**config.mk**
```make
export PLATFORM = sky130hd
export DESIGN_NAME = alarm_ctrl
export DESIGN_NICKNAME = d
export VERILOG_FILES = /design/src/rtl/alarm_pkg.sv /design/src/rtl/alarm_timer.sv /design/src/rtl/alarm_ctrl.sv
export SDC_FILE = /design/constraint.sdc
export NUM_CORES = 1
export LEC_CHECK = 0
export ABC_AREA = 1
export CAP_MARGIN = 20
export CORE_UTILIZATION = 46
export CTS_BUF_LIST = sky130_fd_sc_hd__clkbuf_8
export DETAILED_ROUTE_END_ITERATION = 12
export PLACE_DENSITY_LB_ADDON = 0.12
export SYNTH_ARGS = -nofsm -noshare
export SYNTH_HDL_FRONTEND = slang
export SYNTH_SLANG_ARGS = --single-unit
```
**constraint.sdc**
```tcl
create_clock -name clk_1Hz -period 1.78 [get_ports clk_1Hz]
set_clock_uncertainty 0.15 [all_clocks]
set_input_delay 0.534 -clock clk_1Hz [delete_from_list [all_inputs] [get_ports clk_1Hz]]
set_output_delay 0.534 -clock clk_1Hz [all_outputs]
set_load 0.02 [all_outputs]
```
**src/rtl/alarm_pkg.sv**
```systemverilog
// Shared types and constants for the alarm controller.
package alarm_pkg;

  typedef enum logic [1:0] {
    StOff      = 2'd0,
    StArmed    = 2'd1,
    StRinging  = 2'd2,
    StSnoozing = 2'd3
  } alarm_state_e;

  localparam int unsigned MAX_HOUR = 23;
  localparam int unsigned MAX_MIN  = 59;
  localparam int unsigned SEC_W    = 6;
  localparam int unsigned MIN_W    = 6;
  localparam int unsigned HOUR_W   = 5;

  function automatic int unsigned max_u(input int unsigned a, input int unsigned b);
    return (a > b) ? a : b;
  endfunction

endpackage

```
**src/rtl/alarm_timer.sv**
```systemverilog
// Clearable free-running up-counter; expire_o flags the terminal count.
module alarm_timer #(
  parameter int unsigned Width    = 6,
  parameter int unsigned Terminal = 59
) (
  input  logic clk_i,
  input  logic rst_ni,
  input  logic clr_i,
  output logic expire_o
);

  localparam logic [Width-1:0] TermCnt = Width'(Terminal);

  logic [Width-1:0] count_q, count_d;

  always_comb begin
    count_d = count_q + 1'b1;
    if (clr_i) begin
      count_d = '0;
    end
  end

  always_ff @(posedge clk_i or negedge rst_ni) begin
    if (!rst_ni) begin
      count_q <= '0;
    end else begin
      count_q <= count_d;
    end
  end

  assign expire_o = (count_q == TermCnt);

endmodule

```
**src/rtl/alarm_ctrl.sv**
```systemverilog
// Alarm controller: stored alarm time, trigger compare, ring/snooze FSM.
// Define ALARM_BLINK_EN for a pulsed buzzer while ringing.
module alarm_ctrl
  import alarm_pkg::*;
#(
  parameter int unsigned RING_TIMEOUT = 60,
  parameter int unsigned SNOOZE_SEC   = 300,
  parameter int unsigned MAX_SNOOZE   = 3,
  localparam int unsigned SnzW        = $clog2(MAX_SNOOZE + 1)
) (
  input  logic              clk_1Hz,
  input  logic              reset,
  input  logic [SEC_W-1:0]  seconds,
  input  logic [MIN_W-1:0]  minutes,
  input  logic [HOUR_W-1:0] hours,
  input  logic              alarm_enable,
  input  logic              alarm_set_mode,
  input  logic [MIN_W-1:0]  set_alarm_minutes,
  input  logic [HOUR_W-1:0] set_alarm_hours,
  input  logic              snooze,
  input  logic              stop,
  output logic              alarm_on,
  output logic [MIN_W-1:0]  alarm_minutes,
  output logic [HOUR_W-1:0] alarm_hours,
  output logic [SnzW-1:0]   snooze_left,
  output logic [1:0]        state
);

  localparam int unsigned CntW = $clog2(max_u(max_u(RING_TIMEOUT, SNOOZE_SEC), 2));
  localparam logic [SnzW-1:0]   SnzReload = SnzW'(MAX_SNOOZE);
  localparam logic [HOUR_W-1:0] MaxHour   = HOUR_W'(MAX_HOUR);
  localparam logic [MIN_W-1:0]  MaxMin    = MIN_W'(MAX_MIN);

  alarm_state_e      state_q, state_d;
  logic              alarm_on_q, alarm_on_d;
  logic [MIN_W-1:0]  alarm_min_q, alarm_min_d;
  logic [HOUR_W-1:0] alarm_hr_q, alarm_hr_d;
  logic [SnzW-1:0]   snooze_left_q, snooze_left_d;

  logic ring_clr, snz_clr;
  logic ring_expire, snz_expire;
  logic set_valid, trigger;

  assign set_valid = (set_alarm_hours <= MaxHour) && (set_alarm_minutes <= MaxMin);
  assign trigger   = (state_q == StArmed) && (hours == alarm_hr_q) &&
                     (minutes == alarm_min_q) && (seconds == '0);

  // Counters hold zero outside their state and restart on every entry.
  assign ring_clr = (state_q != StRinging) || (state_d != StRinging);
  assign snz_clr  = (state_q != StSnoozing) || (state_d != StSnoozing);

  alarm_timer #(
    .Width    (CntW),
    .Terminal (RING_TIMEOUT - 1)
  ) u_ring_timer (
    .clk_i    (clk_1Hz),
    .rst_ni   (reset),
    .clr_i    (ring_clr),
    .expire_o (ring_expire)
  );

  alarm_timer #(
    .Width    (CntW),
    .Terminal (SNOOZE_SEC - 1)
  ) u_snz_timer (
    .clk_i    (clk_1Hz),
    .rst_ni   (reset),
    .clr_i    (snz_clr),
    .expire_o (snz_expire)
  );

  always_comb begin
    state_d       = state_q;
    alarm_min_d   = alarm_min_q;
    alarm_hr_d    = alarm_hr_q;
    snooze_left_d = snooze_left_q;

    if (!alarm_enable) begin
      state_d       = StOff;
      snooze_left_d = SnzReload;
    end else begin
      if (alarm_set_mode && set_valid) begin
        alarm_min_d = set_alarm_minutes;
        alarm_hr_d  = set_alarm_hours;
      end

      if (state_q == StOff) begin
        state_d = StArmed;
      end else if (alarm_set_mode) begin
        state_d       = StArmed;
        snooze_left_d = SnzReload;
      end else if (stop && (state_q != StArmed)) begin
        state_d       = StArmed;
        snooze_left_d = SnzReload;
      end else if (snooze && (state_q == StRinging) && (snooze_left_q != '0)) begin
        state_d       = StSnoozing;
        snooze_left_d = snooze_left_q - 1'b1;
      end else if ((state_q == StRinging) && ring_expire) begin
        state_d       = StArmed;
        snooze_left_d = SnzReload;
      end else if ((state_q == StSnoozing) && snz_expire) begin
        state_d = StRinging;
      end else if (trigger) begin
        state_d = StRinging;
      end
    end
  end

`ifdef ALARM_BLINK_EN
  // On at entry, then toggles each tick while ringing continues.
  assign alarm_on_d = (state_d == StRinging) && (ring_clr || !alarm_on_q);
`else
  assign alarm_on_d = (state_d == StRinging);
`endif

  always_ff @(posedge clk_1Hz or negedge reset) begin
    if (!reset) begin
      state_q       <= StOff;
      alarm_on_q    <= 1'b0;
      alarm_min_q   <= '0;
      alarm_hr_q    <= '0;
      snooze_left_q <= SnzReload;
    end else begin
      state_q       <= state_d;
      alarm_on_q    <= alarm_on_d;
      alarm_min_q   <= alarm_min_d;
      alarm_hr_q    <= alarm_hr_d;
      snooze_left_q <= snooze_left_d;
    end
  end

  assign alarm_on      = alarm_on_q;
  assign alarm_minutes = alarm_min_q;
  assign alarm_hours   = alarm_hr_q;
  assign snooze_left   = snooze_left_q;
  assign state         = state_q;

endmodule
```
Word-level counts from Yosys, hierarchy flattened

Cells that the tools add are included.
Widths: inputs -> output; s select.

Register bits after elaboration: 34
Input port bits: 34
Output and inout bits: 16
Word-level logic and storage cells: 60

Add/sub/neg operators: 3
Order comparisons: 2
Eq/ne operators: 15
Mux-type cells: 16
Reduce and logical (&&, ||, !) cells: 17

Operators with widths:

| cell                | number |
|---|---|
| $mux 2              | 14 |
| $add 9x1->9 const B | 2 |
| $mux 9              | 2 |
| $logic_and 1x1->1   | 10 |
| $ne 2x2->1 const B  | 5 |
| $eq 9x6->1 const B  | 1 |
| $eq 9x9->1 const B  | 1 |
| $eq 2x2->1 const B  | 3 |
| $eq 6x6->1          | 1 |
| $le 6x6->1 const B  | 1 |
| $logic_not 6->1     | 1 |
| $eq 5x5->1          | 1 |
| $le 5x5->1 const B  | 1 |
| $ne 5x1->1 const B  | 1 |
| $reduce_and 2->1    | 2 |
| $eq 2x1->1 const B  | 1 |
| $logic_not 2->1     | 1 |
| $logic_or 1x1->1    | 2 |
| $ne 2x1->1 const B  | 1 |
| $reduce_bool 2->1   | 1 |
| $sub 2x1->2 const B | 1 |

Depth between registers and ports, before layout

Gate-level depths: netlist of the first run.

Depth after elaboration: 15
Gate-level depth with buffers: 13
Mapped depth without buffers: 12

Modules after synthesis

A second synthesis of the first run with hierarchy kept.

Cells, all modules: 264
Area total of the unflattened synthesis: 1879.3 µm²

Modules (own cells, without submodules):

| module                      | times used | cells each | area each (µm²) | sequential area each (µm²) |
|---|---|---|---|---|
| alarm_ctrl                  | 1          | 148        | 979.7           | 402.9 |
| alarm_timer at u_ring_timer | 1          | 57         | 452.9           | 225.2 |
| alarm_timer at u_snz_timer  | 1          | 59         | 446.7           | 225.2 |

Worst setup path before layout of the first run

OpenSTA, ideal clock, no wires.

Kind: register -> register
Start point: register snooze_left_q[0] (netlist: snooze_left[0])
End point: register u_snz_timer.count_q[8]
Setup time: 0.086 ns
Arrival time: 1.638 ns
Required time: 1.544 ns
Path slack: -0.094 ns
Cell stages (with the launch flop): 10
Path buffers: 0
Period minus slack after synthesis: 1.874 ns
Cell sequence: dfstp_2 inv_1 ha_1 nor2_1 nand2_4 nand3_1 inv_1 nand2_2 nand3_4 nor3_1

Longest elaborated chain between the ends: 10

RTL lines:

| what                       | RTL line          | text |
|---|---|---|
| start, declared            | alarm_ctrl.sv:38  | `logic [SnzW-1:0] snooze_left_q, snooze_left_d;` |
| start signal, assigned     | alarm_ctrl.sv:122 | `snooze_left_q <= SnzReload;` |
| start signal, assigned     | alarm_ctrl.sv:128 | `snooze_left_q <= snooze_left_d;` |
| $reduce_bool 2->1          | alarm_ctrl.sv:95  | `end else if (snooze && (state_q == StRinging) && (snooze_left_q != '0)) begin` |
| $logic_and 1x1->1          | alarm_ctrl.sv:95  |  |
| $mux 2                     | alarm_ctrl.sv:95  |  |
| $mux 2                     | alarm_ctrl.sv:92  | `end else if (stop && (state_q != StArmed)) begin` |
| $mux 2                     | alarm_ctrl.sv:89  | `end else if (alarm_set_mode) begin` |
| $mux 2                     | alarm_ctrl.sv:87  | `if (state_q == StOff) begin` |
| $mux 2                     | alarm_ctrl.sv:78  | `if (!alarm_enable) begin` |
| $ne 2x2->1                 | alarm_ctrl.sv:50  | `assign snz_clr = (state_q != StSnoozing) \|\| (state_d != StSnoozing);` |
| $logic_or 1x1->1           | alarm_ctrl.sv:50  |  |
| $mux 9                     | alarm_timer.sv:18 | `if (clr_i) begin` |
| net u_snz_timer.count_d[8] | alarm_timer.sv:14 | `logic [Width-1:0] count_q, count_d;` |
| end signal, assigned       | alarm_timer.sv:27 | `count_q <= count_d;` |
| end, declared              | alarm_timer.sv:14 |  |

The timed path passes the listed nets, and every way through them passes these cells.
A chain may end at the register's enable or synchronous reset.

Final worst setup path of the first run

Start point: input stop
End point: register u_ring_timer.count_q[2]

Longest elaborated chain between the ends: 8

RTL lines:

| what                        | RTL line          | text |
|---|---|---|
| start, declared             | alarm_ctrl.sv:21  | `input logic stop,` |
| $logic_and 1x1->1           | alarm_ctrl.sv:92  |  |
| $mux 2                      | alarm_ctrl.sv:92  |  |
| $mux 2                      | alarm_ctrl.sv:89  |  |
| $mux 2                      | alarm_ctrl.sv:87  |  |
| $mux 2                      | alarm_ctrl.sv:78  |  |
| $ne 2x2->1                  | alarm_ctrl.sv:49  | `assign ring_clr = (state_q != StRinging) \|\| (state_d != StRinging);` |
| $logic_or 1x1->1            | alarm_ctrl.sv:49  |  |
| $mux 9                      | alarm_timer.sv:18 |  |
| net u_ring_timer.count_d[2] | alarm_timer.sv:14 |  |
| end signal, assigned        | alarm_timer.sv:27 |  |
| end, declared               | alarm_timer.sv:14 |  |

The timed path passes the listed nets, and every way through them passes these cells.

==> results of run 1 <==
==> metal layers <==
layer	vias to the layer above	global-route usage, %	wire length [um]
met2	54	40.3	2410
met1	825	28.0	2100
met4	0	6.38	76
met3	8	4.45	294
met5	-	0	0
li1	904	-	-
==> registers in the layout, indices dropped and copies added, names as in the netlist <==
name,cells
u_snz_timer.count_q,9
alarm_minutes,6
state,2
u_ring_timer.count_q,9
snooze_left,2
alarm_on,1
alarm_hours,5
==> what timing repair did <==
| item | CTS | global route |
|---|---|---|
| pin swaps | 37 | 13 |
| buffers inserted | 5 | 3 |
| endpoints found under the setup margin | 38 | 34 |
| hold endpoints to repair | 0 | 0 |
| gates cloned | 4 | 0 |
| gates resized for setup | 59 | 15 |
==> through the flow <==
step                area (um^2)  power (W)  hold slack [ns]  setup WS, ns
detailed placement         2620    0.00128            0.308        -0.674
global placement           2620    0.00127            0.302        -0.584
CTS                        2850    0.00185            0.315       -0.0788
floorplan                  1950    0.00104           0.0884       0.00843
finish                     2900    0.00184            0.308       -0.0715
global route               2900    0.00192            0.338        -0.158
==> cell usage in the layout (no fill, tap or decap), types with 2 or more instances in the layout <==
master / Yosys / layout
a21oi_1: 9 / 9
buf_12: 0 / 2
buf_2: 0 / 4
buf_4: 0 / 23
clkbuf_8: 0 / 6
clkdlybuf4s15_1: 0 / 3
clkdlybuf4s50_1: 0 / 16
dfrtp_1: 32 / 32
dfstp_2: 2 / 2
dlygate4sd2_1: 0 / 26
ha_1: 3 / 2
inv_1: 41 / 39
inv_2: 1 / 4
nand2_1: 46 / 46
nand2_2: 5 / 3
nand2_4: 2 / 4
nand3_1: 8 / 6
nand3_4: 1 / 3
nand3b_1: 2 / 2
nand4_1: 4 / 4
nand4_4: 1 / 2
nor2_1: 40 / 34
nor2_2: 3 / 6
nor2_4: 1 / 4
nor3_2: 9 / 12
o21ai_0: 2 / 2
xnor2_1: 6 / 6
xor2_1: 10 / 10
==> worst register-to-register path, stage by stage, from the launching register on <==
cell and delay (ns):
dfrtp_1 0.40, buf_6 0.13, buf_4 0.14, inv_2 0.05, nor2_1 0.03, nand4_1 0.07, nor2_1 0.05, nor2_2 0.17
nand2_1 0.12, nand2_4 0.10, nand3_4 0.13, nor3_2 0.18
==> layout make-up <==
cell class | instances | area [um^2]
fillers | 324 | 1130
multi-input cells | 163 | 1070
flip-flops and latches | 34 | 853
repair buffers | 75 | 662
inverters | 42 | 158
clock buffers | 6 | 82.6
well taps | 50 | 62.6
clock inverters | 2 | 8.76
==> power by group through the flow <==
stage               combinational [W]  clock (W)  sequential (W)
finish                       0.000404   0.000587        0.000848
global route                 0.000445   0.000624        0.000855
CTS                          0.000400   0.000598        0.000848
detailed placement           0.000413          0        0.000865
global placement             0.000408          0        0.000863
floorplan                    0.000128          0        0.000916
==> worst min path at each step <==
stage	from	to	slack, ns	cells after the start
final	u_ring_timer.count_q[0]$_DFF_PN0_	u_ring_timer.count_q[0]$_DFF_PN0_	0.31	1
after global routing	u_ring_timer.count_q[0]$_DFF_PN0_	u_ring_timer.count_q[0]$_DFF_PN0_	0.34	1
after floorplan	reset	alarm_hours[0]$_DFFE_PN0P_	0.09	0
after detailed placement	u_ring_timer.count_q[0]$_DFF_PN0_	u_ring_timer.count_q[0]$_DFF_PN0_	0.31	1
after CTS	u_ring_timer.count_q[0]$_DFF_PN0_	u_ring_timer.count_q[0]$_DFF_PN0_	0.31	1
after global placement	u_ring_timer.count_q[0]$_DFF_PN0_	u_ring_timer.count_q[0]$_DFF_PN0_	0.30	1
==> cell families after synthesis <==
logic type                 Yosys count  synth area share, %
AOI/OAI and AO/OA                   14                 4.14
adders and majority gates            3                 1.94
muxes                                1                0.582
xor gates and xnor gates            16                 7.24
and+or+nand+nor                    126                 32.9
buffers and inverters               45                 9.12
DFF                                 34                 44.1
==> qor.yml, run 1 <==
powerDensity_nw_per_um2: 634
die_h_um: 66.8
grt_overflow: 0
slew_violations: 0
tightestPinTransition_ns: 0.279
dp.cells: 352
nNetsFinal: 358
synth.area.top_cells: "dfrtp_1 (41%), nand2_1 (8.9%), inv_1 (8.0%), nor2_1 (7.8%), nor3_2 (4.7%)"
rsz0062_at_grt: "true"
start_kind: "primary input"
finalWirelength_mm: 4.89
p_clk_share_pct: 31.9
worstSetupPathType: "primary input to flop"
gp_congestion: 0.766
final_cells: 372
slowest_stage: "clkdlybuf4s50_1"
cp.depth: 9
critPathMaxFanout: 5
finalCritPeriodShare_pct: 104
tns_ns: -0.446
area_delta_synth_final_pct: 50.0
floorplan.die_area_um2: 4470
rows: 23
clock_latency_ns: 0.29
dr_total_vias: 1791
r2r_slack_ns: -0.03
syn_avg_cell_area_um2: 8.09
r2r_start: "state[1]$_DFF_PN0_"
relSlewSlack_pct: 81.3
required_ns: 1.84
grt_antenna_before_repair: 0
clkSinkCount: 34
path_cells: "clkdlybuf4s50_1 > inv_1 > nor2_1 > nor3_2 > inv_1 > nor2_4 > buf_12 > nand4_4 > nor2_1"
synth_top_cell_by_area: "dfrtp_1"
grt_max_degree: 35
drt-pass1-iter-count: 4
reg2reg_depth: 11
netSwitchingFraction_pct: 29.0
grt_pass1_wl_mm: 7.54
critical-path-max-stage-delay_ns: 0.40
synth_edf_count: 0
arrival_ns: 1.91
path_buf_inv: 4
io_pins: 50
cts_max_path_buffers: 2
p_int_w: 0.00131
setup_ws_ns: -0.0715
yosys-top-cells-count: "nand2_1 (46), inv_1 (41), nor2_1 (40)"
routed_via_density: 4.81
port_buffers: 49
syn_inst: 239
fin_util_pct: 72.0
synth_fp_nets: 276
status: "complete, but fails checks"
total_leakage_power_nw: 1.45
cts_root_buf: "clkbuf_8"
p_seq_share_pct: 46.1
ctsHtreeMaxLevel: 2
fmax_ghz: 0.540
worst_path_dominant_cell_family: "buffers and inverters"
cts_tree: "built"
setup_violations: 16
clk_pin_slew_worst_paths_ns: 0.06
hold_viol: 0
startpoint: "stop"
synth_warnings: 0
hp-class: "flop to flop"
drv_cap: 0
cts_hold_buf: 0
ys_seq_area_share_pct: 44.1
final_antenna_net_count: 0
numCtsBuffers: 5
grt_pass1_vias: 1719
p_sw_w: 0.000533
dp_hpwl_mm: 3.16
die_w_um: 66.8
endpoint_kind: "flop"
synth_most_common_cell: "nand2_1"
yosysUniqueCellTypes: 28
core_area_um2: 4030
async_flop_share_pct: 100
ys_ff_latch: 34
final.min_clock_period_ns: 1.85
regToRegEndpoint: "u_snz_timer.count_q[4]$_DFF_PN0_"
drive_gt1_share_pct: 26.1
vdd.ir_drop.worst_mv: 0.547
pwr-share-comb_pct: 22.0
wl_per_cell_um: 13.1
synth_top_cell_area_share_pct: 41.4
start_util_pct: 48.0
synth_area_um2: 1930
synthFlopType: "dfrtp_1"
violations: "setup timing"
drcViolationCount: 0
endpoint: "u_ring_timer.count_q[2]$_DFF_PN0_"
diodes: 0
first_iter_violations: 53
grt_usage_pct: 22.9
Note: power is estimated with default switching activity, not from simulation.
==> inputs of run 2 (changes only) <==
SETUP_SLACK_MARGIN = 0.15   (was unset)
==> qor.yml, run 2 (synthesis gave the netlist of run 1 again) <==
start_kind: "flop"
slowest_stage: "dfrtp_2"
r2r_start: "state[0]$_DFF_PN0_"
p_sw_w: 0.000577  # +8.3%
tightestPinTransition_ns: 0.314  # +0.0350 ns
slew_violations: 0  # unchanged
ctsHtreeMaxLevel: 2  # unchanged
grt_pass1_vias: 1915  # +11%
min-delay-start: "u_ring_timer.count_q[0]$_DFF_PN0_"
violations: "setup timing"
total_leakage_power_nw: 1.53  # +5.5%
dp.cells: 350  # -0.57%
p_clk_share_pct: 32.2  # +0.3 points
drv_cap: 0  # unchanged
dp_hpwl_mm: 3.24  # +2.6%
port_buffers: 49  # unchanged
netSwitchingFraction_pct: 30.6  # +1.6 points
multi_input_comb_area_um2: 1210  # +13%
wl_per_cell_um: 15.0  # +14%
path_cells: "inv_4 > buf_4 > nand2_2 > nor3_2 > nand2_2 > nand3_4 > inv_2 > nand2_4 > nand3_4 > nor3_2"
area_delta_synth_final_pct: 61.4
cts_max_path_buffers: 2  # unchanged
hp-class: "flop to flop"
hold_viol: 0  # unchanged
pwr-share-comb_pct: 22.7  # +0.7 points
layout_common_cells: "nand2_1 (41), inv_1 (33), dfrtp_1 (30)"
die_h_um: 66.8  # unchanged
drive_gt1_share_pct: 38.9  # +13 points
grt_overflow: 0  # unchanged
floorplan.die_area_um2: 4470  # unchanged
regToRegEndpoint: "u_snz_timer.count_q[8]$_DFF_PN0_"
routed_via_density: 5.02  # +4.2%
diodes: 0  # unchanged
final_cells: 379  # +1.9%
io_pins: 50  # unchanged
p_int_w: 0.00131  # +0.41%
drt-pass1-iter-count: 4  # unchanged
holdPathEnd: "u_ring_timer.count_q[0]$_DFF_PN0_"
place_area_um2: 2640  # +0.67%
fmax_ghz: 0.545  # +0.91%
p_seq_share_pct: 45.1  # -1.0 points
worstSetupPathType: "flop to flop"
status: "complete, but fails checks"
required_ns: 1.84  # about the same
endpoint_kind: "flop"
critPathMaxFanout: 5  # unchanged
stdcell_area_um2: 3120  # +7.6%
grt_pass1_wl_mm: 8.35  # +11%
start_util_pct: 48.0  # unchanged
nNetsFinal: 365  # +2.0%
setup_ws_ns: -0.0549  # +0.0167 ns
clkSinkCount: 34  # unchanged
whs_ns: 0.319  # +0.0111 ns
clock_latency_ns: 0.30  # about the same
cts_root_buf: "clkbuf_8"
clk_pin_slew_worst_paths_ns: 0.08  # +0.02 ns
relSlewSlack_pct: 79.1  # -2.3 points
gp_congestion: 0.780  # +1.8%
total_power_w: 0.00189  # +2.7%
final_antenna_net_count: 0  # unchanged
grt_max_degree: 35  # unchanged
finalWirelength_mm: 5.69  # +16%
grt_usage_pct: 25.6  # +2.8 points
powerDensity_nw_per_um2: 604  # -4.6%
final.min_clock_period_ns: 1.83  # -0.0167 ns
rsz0062_at_grt: "true"
critical-path-max-stage-delay_ns: 0.45  # +0.05 ns
arrival_ns: 1.89  # -0.02 ns
r2r_slack_ns: -0.05  # -0.02 ns
core_area_um2: 4030  # unchanged
final_common_cell: "nand2_1"
grt_antenna_before_repair: 0  # unchanged
cts_tree: "built"
min_path_cells: 1  # unchanged
dr_total_vias: 1901  # +6.1%
die_w_um: 66.8  # unchanged
fill_cells: 276  # -15%
finalCritPeriodShare_pct: 103  # -0.94 points
vdd.ir_drop.worst_mv: 0.574  # +5.0%
drcViolationCount: 0  # unchanged
rows: 23  # unchanged
seqCellArea_um2: 856  # +0.29%
first_iter_violations: 51  # -3.8%
setup_violations: 19  # +3
numCtsBuffers: 5  # unchanged
reg2reg_depth: 10  # -1
tns_ns: -0.501  # -0.0552 ns
[run 2: changes by cell type in the layout (fill, tap and decap cells not counted), moves of 4 or more]
cell | before | now
inv_1 | 39 | 33
buf_2 | 4 | 11
nand2_1 | 46 | 41
buf_6 | 1 | 13
nor2_2 | 6 | 11
clkdlybuf4s50_1 | 16 | 7
dlygate4sd2_1 | 26 | 17
nor2_1 | 34 | 25
nor2_4 | 4 | 8
dlymetal6s2s_1 | 0 | 7
inv_2 | 4 | 8
[run 2: repair_timing]
| item | 4_1_cts | 5_1_grt |
|---|---|---|
| setup buffers | 4 | 11 |
| pin swaps | 29 | 30 |
| gates cloned | 4 | 2 |
| setup endpoints to repair | 49 | 40 |
| gates resized for setup | 117 | 48 |
| hold buffers | 0 | 0 |
[run 2: worst max path at each step]
stage                                     from                           endpoint  slack [ns]  cells after the start
finish                      state[0]$_DFF_PN0_   u_snz_timer.count_q[8]$_DFF_PN0_       -0.05                     10
global route        alarm_hours[4]$_DFFE_PN0P_  u_ring_timer.count_q[5]$_DFF_PN0_       -0.14                     12
CTS                         state[1]$_DFF_PN0_   u_snz_timer.count_q[0]$_DFF_PN0_       -0.01                     11
detailed placement                    hours[4]  u_ring_timer.count_q[4]$_DFF_PN0_       -0.53                     11
global placement                    minutes[5]  u_ring_timer.count_q[2]$_DFF_PN0_       -0.50                     11
floorplan                           seconds[1]   u_snz_timer.count_q[0]$_DFF_PN0_        0.08                     12
[run 2: through the flow]
stage	setup WS, ns	utilization [%]
after floorplan	0.0830	-
after global placement	-0.497	65.5
after detailed placement	-0.534	65.5
after CTS	-0.0137	72.5
after global routing	-0.144	77.5
final	-0.0549	77.5
[run 2: layout make-up]
| type | instances | share of cell area [%] |
|---|---|---|
| clock buffers | 6 | 2.64 |
| clock inverters | 2 | 0.280 |
| inverters | 42 | 5.21 |
| multi-input cells | 163 | 38.7 |
| flip-flops and latches | 34 | 27.4 |
| well taps | 50 | 2.00 |
| repair buffers | 82 | 23.7 |
[run 2: power by group through the flow]
stage | clock network, W | registers [W] | logic [W]
after floorplan | 0 | 0.000916 | 0.000130
after global placement | 0 | 0.000865 | 0.000402
after detailed placement | 0 | 0.000867 | 0.000409
after CTS | 0.000606 | 0.000851 | 0.000402
after global routing | 0.000634 | 0.000856 | 0.000469
final | 0.000608 | 0.000852 | 0.000428
[run 2: routing by layer]
metal	part of all wire (%)	vias up	wire, um	GRT usage, %
met3	5.5	13	310	4.79
met2	52	62	2950	45.8
met4	2.5	0	144	10.6
li1	-	925	-	-
met1	40	901	2280	29.7
met5	0	-	0	0
[run 2: critical path: cells and delay by family, from the launching register on]
family / cells / cell delay [ns]
simple gates: 7 / 0.89
buf+inv: 3 / 0.25
flops: 1 / 0.45
